--- src/rtl/alu_scheduler.sv ---
// Round-robin scheduler sharing one external combinational ALU between two requesters.
// Registers the granted operands, captures the ALU result and owns the {N,Z,C,V} flag register.
module alu_scheduler #(
    parameter int unsigned W = 3
) (
    input  logic         i_clk,
    input  logic         i_rst,
    // requester 0
    input  logic         i_req0,
    input  logic [2:0]   i_op0,
    input  logic [W-1:0] i_a0,
    input  logic [W-1:0] i_b0,
    input  logic         i_setf0,
    // requester 1
    input  logic         i_req1,
    input  logic [2:0]   i_op1,
    input  logic [W-1:0] i_a1,
    input  logic [W-1:0] i_b1,
    input  logic         i_setf1,
    // completion and architectural state
    output logic         o_ack0,
    output logic         o_ack1,
    output logic [W-1:0] o_result,
    output logic [3:0]   o_flags,
    output logic         o_busy,
    // to / from the external ALU
    output logic [2:0]   o_alu_ctrl,
    output logic [W-1:0] o_alu_a,
    output logic [W-1:0] o_alu_b,
    input  logic [W-1:0] i_alu_y,
    input  logic         i_alu_n,
    input  logic         i_alu_z,
    input  logic         i_alu_co,
    input  logic         i_alu_ovf
);

    localparam logic [2:0] OpAdd = 3'b000;
    localparam logic [2:0] OpSub = 3'b001;
    localparam logic [2:0] OpRsb = 3'b010;

    typedef enum logic [1:0] {
        StIdle,
        StExec,
        StDone
    } state_t;

    state_t         r_state;
    logic           r_last;     // id of the requester served most recently
    logic           r_win;
    logic           r_setf;
    logic [W-1:0]   r_result;
    logic [3:0]     r_flags;
    logic           r_ack0;
    logic           r_ack1;
    logic           r_busy;
    logic [2:0]     r_alu_ctrl;
    logic [W-1:0]   r_alu_a;
    logic [W-1:0]   r_alu_b;

    logic           w_grant_valid;
    logic           w_grant_id;
    logic [2:0]     w_op;
    logic [W-1:0]   w_a;
    logic [W-1:0]   w_b;
    logic           w_setf;
    logic           w_arith;
    logic [3:0]     w_flags_next;

    // On a tie the requester that was not served last wins.
    always_comb begin
        w_grant_valid = i_req0 | i_req1;
        w_grant_id    = (i_req0 && i_req1) ? ~r_last : i_req1;
        w_op          = w_grant_id ? i_op1   : i_op0;
        w_a           = w_grant_id ? i_a1    : i_a0;
        w_b           = w_grant_id ? i_b1    : i_b0;
        w_setf        = w_grant_id ? i_setf1 : i_setf0;
    end

    // Logical codes leave C and V untouched.
    always_comb begin
        w_arith      = (r_alu_ctrl == OpAdd) || (r_alu_ctrl == OpSub) || (r_alu_ctrl == OpRsb);
        w_flags_next = r_flags;
        if (r_setf) begin
            w_flags_next[3] = i_alu_n;
            w_flags_next[2] = i_alu_z;
            if (w_arith) begin
                w_flags_next[1] = i_alu_co;
                w_flags_next[0] = i_alu_ovf;
            end
        end
    end

    always_ff @(posedge i_clk) begin
        if (i_rst) begin
            r_state    <= StIdle;
            r_last     <= 1'b1;
            r_win      <= 1'b0;
            r_setf     <= 1'b0;
            r_result   <= '0;
            r_flags    <= 4'b0000;
            r_ack0     <= 1'b0;
            r_ack1     <= 1'b0;
            r_busy     <= 1'b0;
            r_alu_ctrl <= 3'b000;
            r_alu_a    <= '0;
            r_alu_b    <= '0;
        end else begin
            r_ack0 <= 1'b0;
            r_ack1 <= 1'b0;
            case (r_state)
                StIdle: begin
                    if (w_grant_valid) begin
                        r_alu_ctrl <= w_op;
                        r_alu_a    <= w_a;
                        r_alu_b    <= w_b;
                        r_win      <= w_grant_id;
                        r_setf     <= w_setf;
                        r_last     <= w_grant_id;
                        r_busy     <= 1'b1;
                        r_state    <= StExec;
                    end
                end
                StExec: begin
                    r_result <= i_alu_y;
                    r_flags  <= w_flags_next;
                    r_ack0   <= ~r_win;
                    r_ack1   <= r_win;
                    r_state  <= StDone;
                end
                StDone: begin
                    r_busy  <= 1'b0;
                    r_state <= StIdle;
                end
                default: begin
                    r_busy  <= 1'b0;
                    r_state <= StIdle;
                end
            endcase
        end
    end

    assign o_ack0     = r_ack0;
    assign o_ack1     = r_ack1;
    assign o_result   = r_result;
    assign o_flags    = r_flags;
    assign o_busy     = r_busy;
    assign o_alu_ctrl = r_alu_ctrl;
    assign o_alu_a    = r_alu_a;
    assign o_alu_b    = r_alu_b;

endmodule

--- config.mk ---
export PLATFORM = sky130hd
export DESIGN_NAME = alu_scheduler
export DESIGN_NICKNAME = d
export VERILOG_FILES = /design/src/rtl/alu_scheduler.sv
export SDC_FILE = /design/constraint.sdc
export NUM_CORES = 1
export LEC_CHECK = 0
export ABC_AREA = 1
export CORE_MARGIN = 1
export CORE_UTILIZATION = 36
export DETAILED_ROUTE_END_ITERATION = 6
export PLACE_DENSITY = 0.82
export SETUP_SLACK_MARGIN = 0.02
export SLEW_MARGIN = 10
export SYNTH_ARGS = -nofsm -noshare
export SYNTH_HDL_FRONTEND = slang
export SYNTH_SLANG_ARGS = --single-unit
--- constraint.sdc ---
create_clock -name i_clk -period 1 [get_ports i_clk]
set_input_delay 0.15 -clock i_clk [delete_from_list [all_inputs] [get_ports i_clk]]
set_output_delay 0.15 -clock i_clk [all_outputs]
set_load 0.02 [all_outputs]
After elaboration in Yosys (flattened, before gate mapping)
Index checks and enable logic that the tools add are counted.
{"block": "totals", "register_bits": 24, "inputBits": 31}
{"block": "op_classes", "eq_ne": 4, "mux": 9, "bitwise_logic": 4, "reduce_logical": 10}
{"operator": "$mux W3", "n": 3}
{"operator": "$reduce_and A2 Y1", "n": 3}
{"operator": "$pmux W2 S2", "n": 1}
{"operator": "$eq A3 B1 Y1 const B", "n": 1}
{"operator": "$eq A3 B2 Y1 const B", "n": 1}
{"operator": "$logic_not A3 Y1", "n": 1}
{"operator": "$mux W1", "n": 3}
{"operator": "$not A1 Y1", "n": 3}
{"operator": "$reduce_and A3 Y1", "n": 1}
{"operator": "$eq A2 B1 Y1 const B", "n": 1}
{"operator": "$logic_not A2 Y1", "n": 1}
{"operator": "$logic_or A1 B1 Y1", "n": 2}
{"operator": "$mux W2", "n": 1}
{"operator": "$ne A2 B2 Y1 const B", "n": 1}
{"operator": "$pmux W1 S2", "n": 1}
{"operator": "$reduce_or A2 Y1", "n": 1}
{"operator": "$logic_and A1 B1 Y1", "n": 1}
{"operator": "$or A1 B1 Y1", "n": 1}

Longest topological paths before layout
{"block": "depth", "depth_word": 4, "depth_mapped": 7}

Least setup slack after synthesis
OpenSTA, ideal clock, no wires.
{"block": "synth_timing", "path_kind": "flip-flop to flip-flop", "startpoint": "register r_state[1]", "endpoint": "register r_alu_ctrl[2], in the netlist o_alu_ctrl[2]", "setup_ns": 0.111, "arrival_ns": 0.908, "t_required_ns": 0.889, "setup_slack_ns": -0.019, "path_stages_with_launch": 8, "path_buffers": 1, "synth_period_minus_slack_ns": 1.019, "path_cell_list": "dfxtp_1 -> inv_1 -> nand2_2 -> nor2_8 -> buf_6 -> nand2_1 -> nor2_1 -> nor2_1"}
{"block": "synth_via", "elab_chain_cells": 2}
{"element": "start, declared", "line": "47", "rtl": "state_t r_state;"}
{"element": "start signal, assigned", "line": "95", "rtl": "r_state <= StIdle;"}
{"element": "start signal, assigned", "line": "120", "rtl": "r_state <= StExec;"}
{"element": "start signal, assigned", "line": "128", "rtl": "r_state <= StDone;"}
{"element": "$logic_not A2 Y1", "line": "110", "rtl": "case (r_state)"}
{"element": "$reduce_and A2 Y1 (no line)"}
{"element": "end signal, assigned", "line": "113", "rtl": "r_alu_ctrl <= w_op;"}
{"element": "end, declared", "line": "56", "rtl": "logic [2:0] r_alu_ctrl;"}
No other way between the ends.
A chain may end at the register's enable or synchronous reset.

Worst setup path after layout
{"block": "layout_timing", "startpoint": "register r_state[0]", "endpoint": "register r_alu_b[0], in the netlist o_alu_b[0]"}
{"block": "layout_via", "elab_chain_cells": 2}
{"element": "$logic_not A2 Y1", "line": "110"}
{"element": "$reduce_and A2 Y1 (no line)"}
{"element": "end signal, assigned", "line": "115", "rtl": "r_alu_b <= w_b;"}
{"element": "end, declared", "line": "58", "rtl": "logic [W-1:0] r_alu_b;"}
No other way between the ends.

==> results.ini <==
[synthesis]
muxShareOfSynthArea_pct = 0
synthFlopType = dfxtp_1
avgSynthCellArea_sq_um = 7.30
ys_top_cells_by_area = dfxtp_1 46%, nor2_1 12%, nand2_1 8.6%
synth_area_sq_um = 1050
ys.warnings.count = 0
yosys.area_share.simple_pct = 32.6
synth_top_area_share_pct = 45.7
synth.most_common_cell = nor2_1
synthCells = 144
synthTopCellsByCount = 34 x nor2_1, 24 x dfxtp_1, 24 x nand2_1, 15 x nand3_1, 10 x o21ai_1
synth_area_leader_cell = dfxtp_1
ys_ff_latch = 24
synth_top_family_by_area = simple AND/OR/NAND/NOR gates
async_flop_share_pct = 0
synth_fa_ha_area_share_pct = 0
synth_compound_area_share_pct = 15.2
ys_types = 18
synth_edf_count = 0
syn_nets = 175
synth-xor-area-share_pct = 0
yosysSeqAreaShare_pct = 45.7

[die]
die_w_um = 56.0
dieArea_sq_um = 3140
fp-row-count = 19
start_util_pct = 38.1
io_pins = 50
die_y_um = 56.0
fp.coreArea_sq_um = 2760

[worst_setup_path]
r2r_start = r_state[0]$_SDFFE_PP0P_
reg2reg_to = o_alu_b[0]$_SDFFE_PP0P_
worst-path-max-fanout = 5
worstPathRequired_ns = 1.27
endpoint_kind = register
reg2reg_slack_ns = -0.05
worstPathArrival_ns = 1.32
crit_type = register to register
cp-start-kind = register
reg2reg_depth = 6
critPathLaunch = r_state[0]$_SDFFE_PP0P_

[drt]
drtPass1Iterations = 4
vias = 1184
drc = 0
viasPerCell = 4.93
wl_per_cell_um = 13.6
ant_nets = 0
drtIter0Drc = 19
routed_wl_mm = 3.25

[pwr]
total_power_mw = 2.69
p_int_mw = 1.89
vdd_drop_max_v = 0.00155
power_frac_seq_pct = 42.0
power.switching_uw = 797
clkPwrFrac_pct = 26.7
combPwrFrac_pct = 31.3
p_leak_nw = 0.832
sw_frac_of_total_pct = 29.6
power_density_nw_per_um2 = 1420

[place]
pre_cts_ws_ns = -0.441
post-place-cells = 230
portBuffers = 49
dp.final_hpwl_mm = 2.06
place_congestion = 0.759

[status]
status = complete, but fails checks
violations = setup timing

[global_routing]
gr-total-overflow = 0
grt_pass1_vias = 1166
antenna_found_initial = 0
grt_max_degree = 22
grt_usage_pct = 21.4
met2_usage_pct = 37.9
grtUsageMet3_pct = 5.81
use_met1_pct = 24.4
busiest_layer = met2
grt_pass1_wl_mm = 5.23

[worst_hold_path]
min_path_cells = 3
min_path_type = input port to register
min-delay-start = i_alu_y[0]
min_to = o_result[0]$_SDFFE_PP0N_

[job]
cap_viol_max_count = 0

[sta]
hold_viol = 0
rsz0062_at_grt = true
setup_ws_ns = -0.0547
fin_crit_sh_pct = 105
fin_setup_tns_ns = -0.274
drv_slew = 0
fin_hold_ws_ns = 0.381
max_freq_ghz = 0.948
min_period_ns = 1.05
slew_headroom_pct = 79.8
skew_ns = 0.00237
finalSetupViolCount = 13
worstMarginPinSlew_ns = 0.302

[clock_tree]
clockRootBuffer = clkbuf_4
clockBufferDepth = 2
clkSinkCount = 24
clk_pin_slew_ns = 0.14
cts-buffers-inserted = 3
clkLatencyLatePin_ns = 0.33
cts_tree = yes
h-tree-depth = 1
ctsHoldBuffers = 0

[final_layout]
drive_gt1_share_pct = 39.7
fin_cells = 240
areaGrowthSynthToFinish_pct = 80.5
nets = 241
diodes = 0
nFillCells = 224

[sequential cells by signal, summed over array words and instances (netlist names)]
| signal | cells |
|---|---|
| o_result | 3 |
| r_win | 1 |
| o_busy | 1 |
| r_setf | 1 |
| o_alu_a | 3 |
| r_state | 2 |
| o_alu_ctrl | 3 |
| o_ack0 | 1 |
| o_alu_b | 3 |
| o_ack1 | 1 |
| r_last | 1 |
| o_flags | 4 |
[cells in the final DEF, fill, tap and decap left out, types with 2 or more instances in the layout]
master           netlist  routed
nand3_1               15      14
a21oi_1                4       4
nor2_2                 2       5
a21boi_1               1       7
nand2_2                1       4
buf_6                  1      21
o21ai_0                3       3
dfxtp_1               24       3
buf_4                  0      13
clkbuf_4               0       3
nand2_1               24      20
clkdlybuf4s50_1        0      28
a21boi_0               9       3
dfxtp_4                0       2
nor2_4                 0       4
dlygate4sd2_1          0       2
nor2_1                34      30
inv_2                  1       2
inv_1                  6       3
dfxtp_2                0      19
o21ai_1               10       8
[area by class of cell]
cell class | count | area (sq um) | share of cell area [%]
inverters | 7 | 33.8 | 1.78
clock inverters | 1 | 30.0 | 1.58
multi-input cells | 109 | 608 | 32.1
repair buffers | 65 | 652 | 34.4
well taps | 31 | 38.8 | 2.04
clock buffers | 3 | 22.5 | 1.19
flip-flops and latches | 24 | 512 | 27.0
[critical path, cell delays in order, from the launching register on]
cell,delay [ns]
dfxtp_4,0.39
inv_4,0.08
nand2_8,0.08
nor2_8,0.16
buf_6,0.11
o21ai_2,0.05
nor2_1,0.12
[metrics by stage]
step	instance area, sq um	util, %
after floorplan	1060	-
after global placement	1660	60.0
after detailed placement	1660	60.0
after CTS	1750	63.3
after global routing	1900	68.8
final	1900	68.8
[timing repair]
action,CTS,global route
pin swaps,2,11
buffers inserted,1,2
endpoints found under the setup margin,37,40
cloned,2,1
gates resized for setup,127,40
[worst max-delay path by stage]
| stage | slack, ns | cells past startpoint | to |
|---|---|---|---|
| finish | -0.05 | 6 | o_alu_b[0]$_SDFFE_PP0P_ |
| global route | -0.11 | 6 | o_alu_b[0]$_SDFFE_PP0P_ |
| CTS | -0.04 | 1 | o_alu_b[0] |
| detailed placement | -0.44 | 6 | o_alu_ctrl[2]$_SDFFE_PP0P_ |
| global placement | -0.38 | 6 | o_alu_ctrl[2]$_SDFFE_PP0P_ |
| floorplan | -0.003 | 7 | o_alu_ctrl[2]$_SDFFE_PP0P_ |
[layer usage]
layer	wire [um]	vias to the layer above	share of wire (%)
met4	35	0	1.1
met5	0	-	0
li1	-	605	-
met1	1300	546	40
met2	1770	28	54
met3	155	5	4.8
[kinds of logic (layout without fill, tap and decap cells)]
group | after synthesis | after routing
flops | 24 | 24
simple gates | 79 | 82
buf+inv | 14 | 76
compound gates | 27 | 27
[power groups by stage]
stage               Clock [mW]  Sequential (mW)  Combinational [mW]
floorplan                    0             1.19               0.272
global placement             0             1.11               0.692
detailed placement           0             1.11               0.713
CTS                      0.734             1.11               0.747
global route             0.788             1.14               0.910
finish                   0.717             1.13               0.842
No activity file was read; power rests on OpenSTA's default activity.
